--- src/rtl/cond_exec_stage_pkg.sv ---
// Shared constants for the execute-stage condition logic: condition codes,
// NZCV bit positions and the default ALU control width.
package cond_exec_stage_pkg;

  localparam int ALUCTRL_W_DEF = 5;

  localparam logic [3:0] COND_EQ = 4'b0000;
  localparam logic [3:0] COND_NE = 4'b0001;
  localparam logic [3:0] COND_CS = 4'b0010;
  localparam logic [3:0] COND_CC = 4'b0011;
  localparam logic [3:0] COND_MI = 4'b0100;
  localparam logic [3:0] COND_PL = 4'b0101;
  localparam logic [3:0] COND_VS = 4'b0110;
  localparam logic [3:0] COND_VC = 4'b0111;
  localparam logic [3:0] COND_HI = 4'b1000;
  localparam logic [3:0] COND_LS = 4'b1001;
  localparam logic [3:0] COND_GE = 4'b1010;
  localparam logic [3:0] COND_LT = 4'b1011;
  localparam logic [3:0] COND_GT = 4'b1100;
  localparam logic [3:0] COND_LE = 4'b1101;
  localparam logic [3:0] COND_AL = 4'b1110;
  localparam logic [3:0] COND_NV = 4'b1111;

  localparam int FLAG_N = 3;
  localparam int FLAG_Z = 2;
  localparam int FLAG_C = 1;
  localparam int FLAG_V = 0;

endpackage

--- src/rtl/cond_exec_stage_cond_check.sv ---
// Condition table: decides whether an instruction with condition field Cond
// executes, given the architectural NZCV flags.
module cond_check
  import cond_exec_stage_pkg::*;
(
  input  logic [3:0] Cond,
  input  logic [3:0] Flags,
  output logic       CondEx
);

  logic n, z, c, v;

  assign n = Flags[FLAG_N];
  assign z = Flags[FLAG_Z];
  assign c = Flags[FLAG_C];
  assign v = Flags[FLAG_V];

  always_comb begin
    CondEx = 1'b0;
    case (Cond)
      COND_EQ: CondEx = z;
      COND_NE: CondEx = ~z;
      COND_CS: CondEx = c;
      COND_CC: CondEx = ~c;
      COND_MI: CondEx = n;
      COND_PL: CondEx = ~n;
      COND_VS: CondEx = v;
      COND_VC: CondEx = ~v;
      COND_HI: CondEx = c & ~z;
      COND_LS: CondEx = ~c | z;
      COND_GE: CondEx = (n == v);
      COND_LT: CondEx = (n != v);
      COND_GT: CondEx = ~z & (n == v);
      COND_LE: CondEx = z | (n != v);
      COND_AL: CondEx = 1'b1;
      default: CondEx = 1'b0;
    endcase
  end

endmodule

--- src/rtl/cond_exec_stage.sv ---
// Execute stage: registers the decode control bundle, owns the NZCV register
// and gates every architectural side effect by the instruction's condition.
module cond_exec_stage
  import cond_exec_stage_pkg::*;
#(
  parameter int         ALUCTRL_W = ALUCTRL_W_DEF,
  parameter logic [3:0] FLAGS_RST = 4'b0000
) (
  input  logic                 clk,
  input  logic                 reset,
  input  logic                 FlushE,
  input  logic                 StallE,
  input  logic [3:0]           CondD,
  input  logic                 PCSrcD,
  input  logic                 RegWriteD,
  input  logic                 MemtoRegD,
  input  logic                 MemWriteD,
  input  logic                 BranchD,
  input  logic                 ALUSrcD,
  input  logic                 NoWriteD,
  input  logic                 IgRnD,
  input  logic [ALUCTRL_W-1:0] ALUControlD,
  input  logic [1:0]           FlagWriteD,
  input  logic [3:0]           ALUFlags,
  output logic [ALUCTRL_W-1:0] ALUControlE,
  output logic                 ALUSrcE,
  output logic                 MemtoRegE,
  output logic                 IgRnE,
  output logic                 PCSrcE,
  output logic                 RegWriteE,
  output logic                 MemWriteE,
  output logic                 BranchTakenE,
  output logic                 CondExE,
  output logic [3:0]           FlagsE
);

  logic       pcSrcReg;
  logic       regWriteReg;
  logic       memWriteReg;
  logic       branchReg;
  logic       noWriteReg;
  logic [1:0] flagWriteReg;
  logic [3:0] condReg;
  logic [3:0] flagsReg;

  cond_check uCondCheck (
    .Cond   (condReg),
    .Flags  (flagsReg),
    .CondEx (CondExE)
  );

  // Flag write belongs to the instruction already in E, so a flush (which only
  // replaces the incoming D->E load) does not suppress it; a stall does.
  always_ff @(posedge clk) begin
    if (reset) begin
      pcSrcReg     <= 1'b0;
      regWriteReg  <= 1'b0;
      memWriteReg  <= 1'b0;
      branchReg    <= 1'b0;
      noWriteReg   <= 1'b0;
      flagWriteReg <= 2'b00;
      condReg      <= COND_AL;
      ALUControlE  <= '0;
      ALUSrcE      <= 1'b0;
      MemtoRegE    <= 1'b0;
      IgRnE        <= 1'b0;
      flagsReg     <= FLAGS_RST;
    end else begin
      if (!StallE) begin
        if (flagWriteReg[1] && CondExE) begin
          flagsReg[FLAG_N] <= ALUFlags[FLAG_N];
          flagsReg[FLAG_Z] <= ALUFlags[FLAG_Z];
        end
        if (flagWriteReg[0] && CondExE) begin
          flagsReg[FLAG_C] <= ALUFlags[FLAG_C];
          flagsReg[FLAG_V] <= ALUFlags[FLAG_V];
        end
      end
      if (FlushE) begin
        pcSrcReg     <= 1'b0;
        regWriteReg  <= 1'b0;
        memWriteReg  <= 1'b0;
        branchReg    <= 1'b0;
        noWriteReg   <= 1'b0;
        flagWriteReg <= 2'b00;
        condReg      <= COND_AL;
        ALUControlE  <= '0;
        ALUSrcE      <= 1'b0;
        MemtoRegE    <= 1'b0;
        IgRnE        <= 1'b0;
      end else if (!StallE) begin
        pcSrcReg     <= PCSrcD;
        regWriteReg  <= RegWriteD;
        memWriteReg  <= MemWriteD;
        branchReg    <= BranchD;
        noWriteReg   <= NoWriteD;
        flagWriteReg <= FlagWriteD;
        condReg      <= CondD;
        ALUControlE  <= ALUControlD;
        ALUSrcE      <= ALUSrcD;
        MemtoRegE    <= MemtoRegD;
        IgRnE        <= IgRnD;
      end
    end
  end

  // Compare-class instructions never write a register, whatever the condition.
  assign PCSrcE       = pcSrcReg & CondExE;
  assign RegWriteE    = regWriteReg & CondExE & ~noWriteReg;
  assign MemWriteE    = memWriteReg & CondExE;
  assign BranchTakenE = branchReg & CondExE;
  assign FlagsE       = flagsReg;

endmodule

--- config.mk ---
export PLATFORM = sky130hd
export DESIGN_NAME = cond_exec_stage
export DESIGN_NICKNAME = d
export VERILOG_FILES = /design/src/rtl/cond_exec_stage_pkg.sv /design/src/rtl/cond_exec_stage_cond_check.sv /design/src/rtl/cond_exec_stage.sv
export SDC_FILE = /design/constraint.sdc
export NUM_CORES = 1
export LEC_CHECK = 0
export ABC_AREA = 1
export CAP_MARGIN = 20
export CORE_UTILIZATION = 40
export DETAILED_ROUTE_END_ITERATION = 10
export PLACE_DENSITY = 0.71
export SETUP_SLACK_MARGIN = 0.15
export SYNTH_ARGS = -nofsm -noshare
export SYNTH_HDL_FRONTEND = slang
export SYNTH_HIERARCHICAL = 1
export SYNTH_SLANG_ARGS = --single-unit
--- constraint.sdc ---
create_clock -name clk -period 1.7 [get_ports clk]
set_input_delay 0.17 -clock clk [delete_from_list [all_inputs] [get_ports clk]]
set_output_delay 0.17 -clock clk [all_outputs]
set_load 0.02 [all_outputs]
After elaboration in Yosys (flattened, before gate mapping)
Cells that the tools add are included.
{"block": "totals", "regBits": 23, "out_inout_bits": 17, "word_cells": 51}
{"block": "classes", "n_eq_ne": 16, "mux": 1, "n_bitwise": 15, "n_reduce_logical": 6}
{"cell": "equality test 4 bit, second input constant", "n": 7}
{"cell": "equality test 4 x 3 -> 1 bit, second input constant", "n": 4}
{"cell": "case mux 1 bit (15 select lines)", "n": 1}
{"cell": "equality test 4 x 2 -> 1 bit, second input constant", "n": 2}
{"cell": "AND 1 bit", "n": 7}
{"cell": "NOT 1 bit", "n": 6}
{"cell": "equality test 4 x 1 -> 1 bit, second input constant", "n": 1}
{"cell": "zero test 4 bit", "n": 1}
{"cell": "AND reduction 2 bit", "n": 2}
{"cell": "logical AND 1 bit", "n": 2}
{"cell": "bitwise OR 1 bit", "n": 2}
{"cell": "OR reduction 2 bit", "n": 1}
{"cell": "equality test 1 bit", "n": 1}
{"cell": "!= test 1 bit", "n": 1}

Longest topological paths before layout
Gate-level depths: netlist of run 1.
{"block": "depth", "word_depth": 5, "ltp_mapped": 12, "depth_no_buf": 12}

Modules after synthesis
The synthesis of run 1 kept the hierarchy.
{"module": "cond_exec_stage", "instances": 1, "cells_per_inst": 118, "area_per_inst_um2": 960.9}
{"module": "cond_check", "instances": 1, "cells_per_inst": 55, "area_per_inst_um2": 229.0}

Worst setup path after synthesis of run 1
OpenSTA, ideal clock, no wires.
{"block": "synth_path", "path_kind": "reg-to-output", "start": "reg flagsReg[3] (netlist: FlagsE[3])", "end": "out RegWriteE", "arrival_time_ns": 1.629, "path_slack_ns": -0.099, "path_stages_with_launch": 11, "cell_sequence": "dfxtp_1 > inv_1 > nand2_1 > nand3_1 > nand2_1 > nand2_1 > nand2_1 > nor2_1 > nand2_1 > nand2_1 > nor2_1"}
{"block": "synth_between", "elab_chain_len": 5, "elab_cells_between_ends": 8}
{"item": "from (decl)", "line": "cond_exec_stage.sv:44", "text": "logic [3:0] flagsReg;"}
{"item": "from (signal, indexed assignment)", "line": "cond_exec_stage.sv:71", "text": "flagsReg[FLAG_N] <= ALUFlags[FLAG_N];"}
{"item": "from (signal, indexed assignment)", "line": "cond_exec_stage.sv:72", "text": "flagsReg[FLAG_Z] <= ALUFlags[FLAG_Z];"}
{"item": "from (signal, indexed assignment)", "line": "cond_exec_stage.sv:75", "text": "flagsReg[FLAG_C] <= ALUFlags[FLAG_C];"}
{"item": "!= test 1 bit or equality test 1 bit (tied branches)"}
{"item": "bitwise OR 1 bit or AND 1 bit (tied branches)", "line": "cond_exec_stage_cond_check.sv:34, cond_exec_stage_cond_check.sv:33"}
{"item": "case mux 1 bit (15 select lines) *", "line": "cond_exec_stage_cond_check.sv:20", "text": "case (Cond)"}
{"item": "via CondExE", "line": "cond_exec_stage.sv:33", "text": "output logic CondExE,"}
{"item": "AND 1 bit * (2 in series)", "line": "cond_exec_stage.sv:109", "text": "assign RegWriteE = regWriteReg & CondExE & ~noWriteReg;"}
{"item": "to (decl)", "line": "cond_exec_stage.sv:30", "text": "output logic RegWriteE,"}
Mark *: on every way through the listed nets, which the timed path passes. The rest lies on a longest branch.

Worst setup path after layout of run 1
{"block": "layout_path", "start": "reg condReg[3]", "end": "out CondExE"}
{"block": "layout_between", "elab_chain_len": 2, "elab_cells_between_ends": 16}
{"item": "from (decl)", "line": "cond_exec_stage.sv:43", "text": "logic [3:0] condReg;"}
{"item": "from (signal assigned)", "line": "cond_exec_stage.sv:98", "text": "condReg <= CondD;"}
{"item": "equality test 4 bit, or another cell as far along", "line": "cond_exec_stage_cond_check.sv:20"}
{"item": "case mux 1 bit (15 select lines) *", "line": "cond_exec_stage_cond_check.sv:20"}
{"item": "to (decl)", "line": "cond_exec_stage.sv:33"}
Every way passes the cells marked *; elsewhere a longest branch is shown, timed or not.

==> results.toml, run 1 <==
[die]
pin_count = 44
die_x_um = 56.5
placementRows = 19
die_area_um2 = 3200
start_util = 0.428
core_um2 = 2780
chipHeight_um = 56.5

[routing]
ant_nets = 0
routed_wl_um = 2820
drcViolationCount = 0
num_vias = 1228
wire_per_inst_um = 11.0
post_drt_via_cell_ratio = 4.80
drt_first_pass_iters = 4
drtIter0Drc = 23

[grt]
antenna_found_initial = 0
grt_usage = 0.190
grt_pass1_vias = 1210
grt_overflow = 0
grt_pass1_wl_um = 4900
grt_start_max_net_pins = 20

[layout]
drive_gt1_frac = 0.311
layout_commonest_cell = "nand2_1"
fillers = 254
area_growth_syn_to_layout_pct = 50.1
finalNonFillerCells = 256
finish.utilization = 0.642
fin_nets = 253
layout_common_cells = "nand2_1, nor2_1, clkdlybuf4s50_1"
diodes = 0

[clocking]
cts_sinks = 23
clock_latency_ns = 0.32
clockBufferDepth = 2
root_buffer = "clkbuf_4"
cts_buffers = 3
cts_tree = "done"
htreeDepth = 1
clk_pin_slew_worst_paths_ns = 0.14

[setup_path]
worstPathRequired_ns = 1.53
crit_buf_inv = 2
cp-start-kind = "flip-flop"
reg2regPathDepth = 13
r2r-start = "condReg[3]"
cp_top_family = "simple AND/OR/NAND/NOR gates"
crit_type = "flip-flop to primary output"
crit_slowest_cell = "dfxtp_4"
max_stage_delay_ns = 0.43
reg2reg_setup_slack_ns = 0.06
crit_fanout = 6
r2r-end = "FlagsE[3]"
cpMostUsedCell = "nand2_1"
end_kind = "primary output"
crit_chain = "nand2_4, a21oi_1, nand2_1, nand2_1, nand2_1, nor2_2, nand2_2, buf_4, buf_6"
cp.arrival_ns = 1.62

[synth]
syn_area_per_cell_um2 = 6.88
syn-num-nets = 200
synthesis.yosys.warnings = 6
ys_ff_latch = 23
netlist_area_um2 = 1190
postSynthCellCount = 173
ys_seq_area_frac = 0.387
synth_cell_types = 20

[timing]
fmax_ghz = 0.558
worst_slack_ns = -0.0911
min_period_ns = 1.79
relSlewSlack = 0.787
setup_viol = 5
finClkSkew_ns = 0.0103
worstMarginPinSlew_ns = 0.319
grt_setup_unrepaired = "yes"
hold_viol_final = 0
finalCritPeriodShare = 1.05
maxSlewViolCount = 0

[status]
status = "finished with violations"
failed_checks = "negative setup slack"

[min_path]
min_path_cells = 3
min_path_type = "primary input to flip-flop"
hold_start = "CondD[3]"
holdPathEnd = "condReg[3]"

[place]
dp_cells = 249
gp_congestion = 0.863
dp_hpwl_um = 2140
port_buffers = 43

[power_and_ir_drop]
p_leak_nw = 0.816
p_per_area_nw_per_um2 = 635
ir_drop_mv = 0.525

[flow_run]
cap_violations = 0
[sequential cells by signal (all words and copies together) (netlist names)]
name,cells
ALUControlE,5
FlagsE,4
condReg,4
flagWriteReg,2
ALUSrcE,1
IgRnE,1
MemtoRegE,1
branchReg,1
memWriteReg,1
noWriteReg,1
pcSrcReg,1
regWriteReg,1
[area by class of cell]
class,instances,area (um^2),share of cell area
clock inverters,1,7.51,0.00420
clock buffers,3,22.5,0.0126
flip-flops and latches,23,480,0.269
multi-input cells,127,663,0.371
inverters,18,70.1,0.0392
repair buffers,53,503,0.282
well taps,31,38.8,0.0217
[per-layer routing]
metal	vias to the layer above	wire (um)	GRT usage
li1	638	-	-
met1	552	1210	0.224
met3	6	134	0.0253
met5	-	0	0
met4	0	31	0.0662
met2	32	1440	0.348
[what timing repair did]
item / CTS / global route
endpoints found under the hold margin: 0 / 0
pin swaps: 9 / 11
resized for setup: 56 / 8
hold buffers: 0 / 0
setup buffers: 2 / 1
setup endpoints to repair: 13 / 9
[how the worst max path moves through the flow]
stage / startpoint / end / slack [ns] / depth (start not counted)
detailed placement: condReg[2] / RegWriteE / -0.24 / 11
global route: condReg[3] / RegWriteE / -0.20 / 11
floorplan: FlagsE[1] / FlagsE[0] / 0.20 / 11
CTS: condReg[3] / RegWriteE / -0.07 / 9
global placement: condReg[2] / RegWriteE / -0.22 / 11
finish: condReg[3] / CondExE / -0.09 / 9
[synth_stat cells, drive strengths merged]
| library cell | count | area share |
|---|---|---|
| nor3 | 1 | 0.0042 |
| clkinv | 2 | 0.0063 |
| nor2 | 51 | 0.19 |
| nand2 | 41 | 0.13 |
| dfxtp | 23 | 0.39 |
| a21oi | 2 | 0.0084 |
| nand3b | 1 | 0.0063 |
| nand3 | 15 | 0.078 |
| inv | 16 | 0.050 |
| o21ai | 16 | 0.089 |
| buf | 5 | 0.045 |
[logic make-up after synthesis]
group	count (synthesis)	share of synthesized area
buf+inv	23	0.102
compound gates	18	0.0978
flops	23	0.387
simple gates	109	0.413
[where the power goes]
| group | switching, W | internal [W] | leakage [nW] |
|---|---|---|---|
| Combinational | 0.000137 | 0.000146 | 0.611 |
| Sequential | 0.0000240 | 0.000559 | 0.191 |
| Clock | 0.000178 | 0.0000897 | 0.0139 |
| Total | 0.000339 | 0.000795 | 0.816 |
[metrics by stage]
stage / hold WS [ns] / worst slack (ns) / instance area, um^2 / total power (W) / TNS (ns)
finish: 0.399 / -0.0911 / 1790 / 0.00113 / -0.374
global route: 0.405 / -0.197 / 1790 / 0.00119 / -1.08
CTS: 0.394 / -0.0686 / 1750 / 0.00113 / -0.227
detailed placement: 0.478 / -0.238 / 1670 / 0.000854 / -0.944
global placement: 0.465 / -0.221 / 1670 / 0.000849 / -0.856
floorplan: 0.283 / 0.204 / 1200 / 0.000730 / 0
[tightest hold or removal path, cell delays in order]
cell and delay (ns):
clkdlybuf4s50_1 0.40, nand2_1 0.07, nand3_1 0.06
No activity file was read; power rests on OpenSTA's default activity.
==> inputs of run 2 (changes only) <==
CTS_BUF_LIST = sky130_fd_sc_hd__clkbuf_8   (was not set)
clock period = 2 ns   (was 1.7 ns; I/O delays follow)
==> results.toml, run 2 (synthesized netlist as in run 1, its figures left out) <==
[power_and_ir_drop]
p_per_area_nw_per_um2 = 579
p_sw_frac = 0.279
p_int_w = 0.000727
power.share.clock = 0.278
combPwrFrac = 0.230
switchingPower_w = 0.000282
p_leak_nw = 0.789
ir_drop_mv = 0.428
seqPwrFrac = 0.491

[layout]
fin_nets = 249
fillers = 268
layout_common_cells = "clkdlybuf4s50_1, nor2_1, nand2_1"
largest_reg_flops = 5
drive_gt1_frac = 0.271
layout_commonest_cell = "clkdlybuf4s50_1"
largest_register = "ALUControlE"
diodes = 0
finalNonFillerCells = 252
area_growth_syn_to_layout_pct = 46.4

[grt]
antenna_found_initial = 0
grt_start_max_net_pins = 22
grt_usage = 0.192
grt_overflow = 0
grt_pass1_vias = 1174
grt_pass1_wl_um = 4860

[setup_path]
crit_slowest_cell = "dfxtp_4"
max_stage_delay_ns = 0.40
cpMostUsedCell = "nand2_2"
worstPathRequired_ns = 1.80
cp.arrival_ns = 1.69
end_kind = "primary output"
reg2regPathDepth = 10
cp-start-kind = "flip-flop"
crit_fanout = 6
crit_chain = "nand2_4, a21oi_4, nand2_2, nand2_2, nand2_1, nor2_1, nand2_2, buf_4, clkbuf_2"
crit_type = "flip-flop to primary output"

[die]
die_x_um = 56.5
start_util = 0.428
core_um2 = 2780
die_area_um2 = 3200
pin_count = 44
chipHeight_um = 56.5
placementRows = 19

[timing]
tns_ns = 0
holdWs_ns = 0.481
grt_setup_unrepaired = "yes"
relSlewSlack = 0.742
worstMarginPinSlew_ns = 0.387
setup_viol = 0
finalCritPeriodShare = 0.947
min_period_ns = 1.89
finClkSkew_ns = 0.00346
maxSlewViolCount = 0
fmax_ghz = 0.528
hold_viol_final = 0

[status]
status = "finished clean"

[place]
dp_hpwl_um = 2180
gp_congestion = 0.843
port_buffers = 43
dp_cells = 247

[clocking]
cts_buffers = 3
htreeDepth = 1
clockBufferDepth = 2
clk_pin_slew_worst_paths_ns = 0.08
cts_sinks = 23
cts_tree = "done"
root_buffer = "clkbuf_8"
clock_latency_ns = 0.26

[routing]
num_vias = 1243
drt_first_pass_iters = 4
dr_wl_met3_um = 221
drtIter0Drc = 44
wl_met1_um = 1210
drcViolationCount = 0
wire_per_inst_um = 12.5
ant_nets = 0
met2_length_um = 1680
post_drt_via_cell_ratio = 4.93
routed.top_layer = "met4"
routed_wl_um = 3140

[min_path]
min_path_cells = 3
min_path_type = "primary input to flip-flop"

[flow_run]
cap_violations = 0
==> run 2: changes by cell type in the layout (fill, tap and decap cells not counted), moves of 4 or more <==
cell             change
buf_4                -5
clkdlybuf4s50_1      +4
dlygate4sd2_1        -4
inv_1                +4
==> run 2: cell type report <==
cell class	instances	area, um^2	area share
Multi-Input combinational cell	127	652	0.374
Clock buffer	3	41.3	0.0237
Sequential cell	23	475	0.273
Clock inverter	1	3.75	0.00216
Tap cell	31	38.8	0.0223
Inverter	18	67.6	0.0388
Timing Repair Buffer	49	463	0.266
==> run 2: worst paths after layout <==
| check | from | end | slack (ns) |
|---|---|---|---|
| hold reg to reg | ALUControlE[2] | ALUControlE[2] | 0.49 |
| hold / removal | CondD[1] | condReg[1] | 0.48 |
| setup reg to reg | condReg[0] | FlagsE[1] | 0.30 |
| setup / recovery | condReg[2] | CondExE | 0.11 |
==> run 2: worst max-delay path: cells and delay by family (launching register included) <==
kind / cells / cell delay, ns
AO/OA/AOI/OAI: 1 / 0.15
buffers and inverters: 2 / 0.29
flip-flops: 1 / 0.40
AND/OR/NAND/NOR: 6 / 0.58
==> run 2: routing by layer <==
metal,vias up,GRT usage
li1,630,-
met1,557,0.209
met2,50,0.371
met3,6,0.0346
met4,0,0.0523
met5,-,0
==> run 2: what timing repair did <==
action	4_1_cts	5_1_grt
pin swaps	0	7
buffers inserted	0	1
endpoints found under the setup margin	5	5
resized for setup	25	24
hold buffers	0	0
==> run 2: metrics by stage <==
step	utilization	total power (W)	instance area, um^2	worst slack (ns)
2_1_floorplan	-	0.000618	1190	0.171
3_3_place_gp	0.591	0.000718	1640	0.00211
3_5_place_dp	0.591	0.000723	1640	-0.0550
4_1_cts	0.607	0.00100	1690	0.0728
5_1_grt	0.626	0.00105	1740	0.0445
6_report	0.626	0.00101	1740	0.105
==> run 2: power groups by stage <==
| stage | registers [W] | logic, W | clock network, W |
|---|---|---|---|
| final | 0.000496 | 0.000232 | 0.000281 |
| after global routing | 0.000499 | 0.000253 | 0.000300 |
| after CTS | 0.000494 | 0.000218 | 0.000288 |
| after detailed placement | 0.000504 | 0.000219 | 0 |
| after global placement | 0.000503 | 0.000215 | 0 |
| after floorplan | 0.000512 | 0.000106 | 0 |
==> inputs of run 3 (changes only) <==
CORE_UTILIZATION = 35   (was 40)
PLACE_DENSITY = 0.64   (was 0.71)
==> results.toml, run 3 (synthesized netlist as in run 1, its figures left out) <==
[status]
status = "finished clean"

[clocking]
postCtsHoldBufs = 0
clk_pin_slew_worst_paths_ns = 0.08
cts_tree = "done"
root_buffer = "clkbuf_8"
clockBufferDepth = 2
cts_buffers = 3
htreeDepth = 1
post-cts-setup-buffers = 0
cts_sinks = 23
clock_latency_ns = 0.26

[die]
chipHeight_um = 60.3
core_um2 = 3130
pin_count = 44
start_util = 0.380
die_x_um = 60.3
placementRows = 20
die_area_um2 = 3640

[place]
dp_hpwl_um = 2050
post-place-ws_ns = -0.0573
port_buffers = 43
gp_congestion = 0.872

[routing]
drcViolationCount = 0
routed_wl_um = 2720
drtIter0Drc = 64
num_vias = 1187
ant_nets = 0
drt_first_pass_iters = 4
post_drt_via_cell_ratio = 4.50
wire_per_inst_um = 10.3

[layout]
layout_common_cells = "clkdlybuf4s50_1, nand2_1, nor2_1"
fillers = 313
drive_gt1_frac = 0.259
area_growth_syn_to_layout_pct = 46.3
largest_register = "ALUControlE"
layout_commonest_cell = "clkdlybuf4s50_1"
diodes = 0
fin_nets = 248
largest_reg_flops = 5

[setup_path]
crit_buf_inv = 1
crit_fanout = 7
cp_top_family = "simple AND/OR/NAND/NOR gates"
end_kind = "primary output"
cp-start-kind = "flip-flop"
worstPathRequired_ns = 1.80
cp.arrival_ns = 1.53
crit_slowest_cell = "dfxtp_4"
crit_chain = "nor2_2, nand2_1, nor2_2, nand2_2, nand2_2, nor2_1, nand2_2, nand2_1, nor2_1, buf_4"
max_stage_delay_ns = 0.37
crit_type = "flip-flop to primary output"
cpMostUsedCell = "nand2_2"

[grt]
grt_start_max_net_pins = 22
antenna_found_initial = 0
grt_usage = 0.167
grt_overflow = 0
grt_pass1_vias = 1069
grt_pass1_wl_um = 4560

[timing]
finClkSkew_ns = 0.000635
worst_slack_ns = 0.271
holdWs_ns = 0.483
finalCritPeriodShare = 0.864
maxSlewViolCount = 0
tns_ns = 0
hold_viol_final = 0
setup_viol = 0
worstMarginPinSlew_ns = 0.394
grt_setup_unrepaired = "yes"
min_period_ns = 1.73
relSlewSlack = 0.737
fmax_ghz = 0.578

[power_and_ir_drop]
ir_drop_mv = 0.412
p_leak_nw = 0.781
p_per_area_nw_per_um2 = 573

[flow_run]
cap_violations = 0

[min_path]
min_path_type = "primary input to flip-flop"
==> run 3: changes by cell type in the layout (fill, tap and decap cells not counted), sizes merged <==
cell      before  now
buf           10    9
clkinv         1    0
clkinvlp       0    1
==> run 3: report_power, final <==
part / switching (W) / total, W / internal (W) / leakage (nW)
logic: 0.000111 / 0.000219 / 0.000108 / 0.569
clock network: 0.000147 / 0.000287 / 0.000141 / 0.0217
registers: 0.0000172 / 0.000491 / 0.000474 / 0.191
==> run 3: worst register-to-register path, delay by kind of cell (launching register included) <==
family / cells / cell delay (ns)
buf+inv: 1 / 0.15
simple gates: 10 / 0.89
flops: 1 / 0.37
==> run 3: final cells by class <==
type | count | area, um^2 | share of cell area
timing repair buffer | 48 | 448 | 0.257
sequential | 23 | 480 | 0.276
multi-input combinational | 127 | 641 | 0.368
clock buffer | 3 | 41.3 | 0.0237
clock inverter | 1 | 7.51 | 0.00431
tap | 44 | 55.1 | 0.0316
inverter | 18 | 67.6 | 0.0388
==> run 3: final timing paths <==
| check | start | endpoint | slack (ns) | depth (start not counted) |
|---|---|---|---|---|
| worst max-delay path | condReg[1] | RegWriteE | 0.27 | 10 |
| worst min-delay path | CondD[1] | condReg[1] | 0.48 | 3 |
| worst max register to register | condReg[1] | FlagsE[0] | 0.46 | 11 |
| worst min register to register | ALUSrcE | ALUSrcE | 0.49 | 2 |
==> run 3: per-layer routing <==
layer | track usage | share of wire | routed length [um]
met4 | 0.0399 | 0.0099 | 27
met2 | 0.305 | 0.49 | 1340
met5 | 0 | 0 | 0
met3 | 0.0411 | 0.047 | 129
met1 | 0.193 | 0.45 | 1220
==> run 3: through the flow <==
step           instances   util  total power, W  cell area [um^2]
6_report             264  0.556        0.000997              1740
5_1_grt              264  0.556         0.00105              1740
4_1_cts              264  0.553         0.00102              1730
3_5_place_dp         260  0.530        0.000722              1660
3_3_place_gp         260  0.530        0.000719              1660
2_1_floorplan        173      -        0.000618              1190
==> run 3: repair_timing <==
action / 4_1_cts / 5_1_grt
gates resized for setup: 26 / 20
setup endpoints to repair: 5 / 5
pin swaps: 0 / 5
